[src/rtl/smg_scan_ctrl.sv]
// rtl/smg_scan_ctrl.sv - digit-scan prescaler, bitsel rotation and frame-aligned display register
// Accepts new display values through a one-entry buffer and commits them only at frame ends.
module smg_scan_ctrl #(
   parameter int          DIV_WIDTH = 16,
   parameter int unsigned DIV_MAX   = 49999
) (
   input  logic        clk,
   input  logic        rst_n,
   input  logic        scan_en,
   input  logic [15:0] din,
   input  logic        din_valid,
   output logic        din_ready,
   output logic [15:0] data_out,
   output logic [1:0]  bitsel,
   output logic        frame_done
);

   localparam logic [DIV_WIDTH-1:0] CNT_MAX = DIV_WIDTH'(DIV_MAX);

   logic [DIV_WIDTH-1:0] cnt;
   logic [15:0]          pend_data;
   logic                 pend_valid;
   logic                 tick;
   logic                 frame_end;
   logic                 accept;

   assign tick      = scan_en && (cnt == CNT_MAX);
   assign frame_end = tick && (bitsel == 2'b11);
   assign din_ready = ~pend_valid;
   assign accept    = din_valid && din_ready;

   always_ff @(posedge clk or negedge rst_n) begin
      if (!rst_n) begin
         cnt        <= '0;
         bitsel     <= 2'b00;
         frame_done <= 1'b0;
      end else begin
         if (tick)
            cnt <= '0;
         else if (scan_en)
            cnt <= cnt + DIV_WIDTH'(1);
         if (tick)
            bitsel <= bitsel + 2'd1;
         frame_done <= frame_end;
      end
   end

   // Commit needs pend_valid=1 and accept needs pend_valid=0, so they never collide;
   // a value accepted on a frame_end cycle waits for the following frame.
   always_ff @(posedge clk or negedge rst_n) begin
      if (!rst_n) begin
         data_out   <= 16'h0000;
         pend_data  <= 16'h0000;
         pend_valid <= 1'b0;
      end else if (frame_end && pend_valid) begin
         data_out   <= pend_data;
         pend_valid <= 1'b0;
      end else if (accept) begin
         pend_data  <= din;
         pend_valid <= 1'b1;
      end
   end

endmodule

[config.mk]
export PLATFORM = sky130hd
export DESIGN_NAME = smg_scan_ctrl
export DESIGN_NICKNAME = d
export VERILOG_FILES = /design/src/rtl/smg_scan_ctrl.sv
export SDC_FILE = /design/constraint.sdc
export NUM_CORES = 1
export LEC_CHECK = 0
export ABC_CLOCK_PERIOD_IN_PS = 5500
export BUFFER_PORTS_ARGS = -buffer_cell sky130_fd_sc_hd__buf_2
export CORE_ASPECT_RATIO = 1.75
export CORE_MARGIN = 10
export CORE_UTILIZATION = 59
export CTS_CLUSTER_DIAMETER = 120
export CTS_CLUSTER_SIZE = 8
export DETAILED_ROUTE_END_ITERATION = 10
export GPL_TIMING_DRIVEN = 0
export PLACE_DENSITY = 0.88
export SLEW_MARGIN = 20
export SYNTH_ARGS = -nofsm -noshare
export SYNTH_HDL_FRONTEND = slang
export SYNTH_SLANG_ARGS = --single-unit
export TNS_END_PERCENT = 30
[constraint.sdc]
create_clock -name clk -period 5.5 [get_ports clk]
set_input_delay 0.55 -clock clk [delete_from_list [all_inputs] [get_ports clk]]
set_output_delay 0.55 -clock clk [all_outputs]
set_load 0.02 [all_outputs]
Yosys cells after proc, flatten, opt, wreduce, memory -nomap -nowiden
Index checks and enable logic that the tools add are counted.
{ "totals": {"regBits": 52, "in_bits": 20, "word_cells": 23} }
{ "op_classes": {"n_addsub": 2, "n_eq_ne": 2, "n_mux": 4, "bitwise_logic": 2, "n_reduce_logical": 7} }
{ "op_table": {"columns": ["cell", "n"], "rows": [
  ["$mux 16", 2],
  ["$add 16x1->16 const B", 1],
  ["$eq 16x16->1 const B", 1],
  ["$logic_and 1x1->1", 4],
  ["$reduce_bool 2->1", 2],
  ["$add 2x1->2 const B", 1],
  ["$eq 2x2->1 const B", 1],
  ["$mux 1", 2],
  ["$not 1->1", 2],
  ["$reduce_and 2->1", 1]
]} }

Depth between registers and ports, before layout
{ "depth": {"ltp_word": 6, "depth_mapped": 9, "ltp_nobuf": 5} }

Worst setup path after synthesis
OpenSTA, ideal clock, no wires.
{ "synth_timing": {"kind": "register -> register", "start": "reg cnt[0]", "end": "reg data_out[0]", "arrival_ps": 1915, "setup_slack_ps": 3460, "stages_incl_launch_ff": 10, "path_buffers": 4, "period_less_slack_ps": 2040, "cell_sequence": "dfrtp_1 -> ha_1 -> and4_1 -> buf_6 -> and4_4 -> buf_6 -> and3_4 -> buf_8 -> buf_12 -> mux2_4"} }
{ "synth_between": {"elab_chain_cells": 4} }
{ "synth_rtl": {"columns": ["element", "line_no", "text"], "rows": [
  ["start, declared", "20", "logic [DIV_WIDTH-1:0] cnt;"],
  ["start signal, assigned", "41", "cnt <= cnt + DIV_WIDTH'(1);"],
  ["$eq 16x16->1", "27", "assign tick = scan_en && (cnt == CNT_MAX);"],
  ["$logic_and 1x1->1", "27", null],
  ["$logic_and 1x1->1", "28", "assign frame_end = tick && (bitsel == 2'b11);"],
  ["$logic_and 1x1->1", "55", "end else if (frame_end && pend_valid) begin"],
  ["end signal, assigned", "56", "data_out <= pend_data;"],
  ["end, declared", "13", "output logic [15:0] data_out,"]
]} }
Every way passes these cells.
A chain may end at the register's enable or synchronous reset.

Worst setup path after layout
{ "layout_timing": {"start": "reg cnt[5]", "end": "reg data_out[0]"} }
Same word-level chain as after synthesis.

==> reports/results.ini <==
[sta]
fmax_mhz=444
fin_setup_tns_ns=0
worst_hold_slack_ns=0.251
fin_crit_sh_pct=41.0
min_period_ns=2.25
worstMarginPinSlew_ns=0.627
setup-violations-final=0
fin_skew_ns=0.00996
final_hold_viol_count=0
rsz0062_at_grt=false
max_slew_margin_pct=58.2
drv_slew=0

[cts]
cts_tree=built
clock_path_buffers=2
h-tree-depth=2
hold_buffers=0
clkTransAtPathRegs_ns=0.09
cts_num_sinks=52
clock_latency_ns=0.31
cts_setup_buffers=0
numCtsBuffers=5
root_buffer=clkbuf_8
cts_resized=0

[setup_path]
cp_max_fo=10
critPathArrivalTime_ns=2.45
critical_path_class=register to register
crit_path_start=cnt[5]
crit_required_ns=5.70
r2r-start=cnt[5]
critPathLaunchType=register
setup.worst_path.end_class=register

[logic_synthesis]
yosys-mux-area-fraction_pct=19.4
synthMostInstantiatedCell=dfrtp_1
synth_warnings=0
seq_area_frac_synth_pct=59.3
synth_edf_count=0
yosys.area_share.simple_pct=10.8
synth_cell_types=32
synth-compound-area-share_pct=0.969
syn_area_mm2=0.00220
yosys-top-cells-count=52 x dfrtp_1, 24 x mux2_2, 9 x mux2_4, 9 x nor2_1, 9 x xnor2_1
postSynthCellCount=153
synth_top_area_share_pct=59.3
ys_seq_elements=52
yosys-top-cells-area=dfrtp_1 59%, mux2_2 12%, mux2_4 6.2%, xnor2_1 3.6%, nand4_1 1.7%
avgSynthCellArea_um2=14.4
synth_largest_area_cell=dfrtp_1
ys_async_sr_fraction_pct=100
yosys.area_share.adder_pct=1.14
synth_top_family_by_area=multiplexers
syn_nets=175
ys.flop_type=dfrtp_1
synthXorXnorAreaFrac_pct=5.19

[drt]
vias=1367
vias_per_cell=5.56
ant_nets=0
detail_route.first_pass.iterations=4
wl_per_cell_um=17.8
wirelength_mm=4.37
drtIter0Drc=46
drc_errors=0

[run]
cap_violations=0

[placement]
dp.cells=238
dpl.hpwl_mm=3.31
port_buffers=39
gp_congestion=0.863

[finish]
fin_nets=221
nFillCells=259
n_antenna_cell=0
final_cells=246
utilization_pct=70.7
drive_gt1_share_pct=44.5
area_growth_pct=15.6

[floorplanning]
die_w_um=66.1
placementRows=29
floorplan.initialDensity_pct=61.1
core-area_mm2=0.00359
ios=40
die_h_um=101
die_area_mm2=0.00666

[global_route]
grt-ovfl-total=0
first_global_vias=1542
grt_max_degree=53
grt.total_usage_pct=14.4
grt_pass1_wl_mm=7.37
antenna_found_initial=0

[power]
combPwrFrac_pct=8.7
pwr-share-seq_pct=62.0
peakVddDrop_uv=306
switching_share_pct=25.2
p_per_area_mw_per_mm2=283
power_switching_uw=181
power_frac_clock_pct=29.3
p_leak_uw=0.00127
p_int_uw=537

[status]
status=finished clean

[min_path]
hold_class=input port to asynchronous set/reset pin

-- metrics by stage --
step	total power (uW)	instance area (um^2)	setup slack, ns
2_1_floorplan	484	2200	3.46
3_3_place_gp	505	2450	3.26
3_5_place_dp	515	2450	3.17
4_1_cts	726	2540	3.27
5_1_grt	752	2540	3.22
6_report	718	2540	3.25
-- area by class of cell --
| type | count | area, um^2 | area share [%] |
|---|---|---|---|
| plain buffers | 6 | 65.1 | 2.56 |
| multi-input cells | 93 | 822 | 32.4 |
| repair buffers | 39 | 198 | 7.79 |
| well taps | 46 | 57.6 | 2.27 |
| inverters | 2 | 7.51 | 0.296 |
| clock buffers | 5 | 68.8 | 2.71 |
| clock inverters | 3 | 18.8 | 0.739 |
| flip-flops and latches | 52 | 1300 | 51.3 |
-- path summary, 6_finish.rpt --
kind                           endpoint  slack [ns]  cells after the start
setup / recovery            data_out[0]        3.25                      7
hold / removal             data_out[14]        0.25                      1
setup reg to reg            data_out[0]        3.25                      7
hold reg to reg             data_out[8]        0.51                      1
max in group asynchronous       cnt[12]        4.82                      1
min in group clk           pend_data[9]        0.47                      2
-- power by group through the flow --
stage,combinational (uW),sequential [uW],clock [uW]
finish,62.3,445,210
global route,70.8,451,230
CTS,63.8,445,217
detailed placement,63.0,452,0
global placement,57.5,447,0
floorplan,41.4,442,0
-- critical path, cell delays in order, from the launching register on --
cell and delay, ns:
dfrtp_1 0.45, nor4b_1 0.48, and4_4 0.31, buf_6 0.13
and3_4 0.19, buf_8 0.13, buf_12 0.15, mux2_4 0.30
-- placed cells by master (no fill, tap or decap), drive strengths merged, types with 2 or more instances in the layout --
cell type,instances
ha,2
nand4,6
xnor2,9
clkinv,3
mux2i,2
nand3,6
dfrtp,52
nor2,9
xor2,4
and4,4
inv,2
clkbuf,6
mux2,33
nand2,6
and3,2
buf,44
-- sequential cells by signal (all words and copies together) (netlist names) --
register    cells
cnt            16
data_out       16
pend_data      16
bitsel          2
frame_done      1
pend_valid      1
-- per-layer routing --
metal,wire length (um),GRT usage (%),up-vias
li1,-,-,626
met1,1560,14.5,692
met2,2440,25.5,40
met3,246,4.57,9
met4,124,6.97,0
met5,0,0,-
-- kinds of logic (layout without fill, tap and decap cells) --
kind of cell / count (synthesis) / after routing
DFF: 52 / 52
and+or+nand+nor: 40 / 40
xor gates and xnor gates: 13 / 13
muxes: 35 / 35
adders and majority gates: 2 / 2
buffers and inverters: 8 / 55
AOI/OAI and AO/OA: 3 / 3
Power figures use the tool's default switching activity.
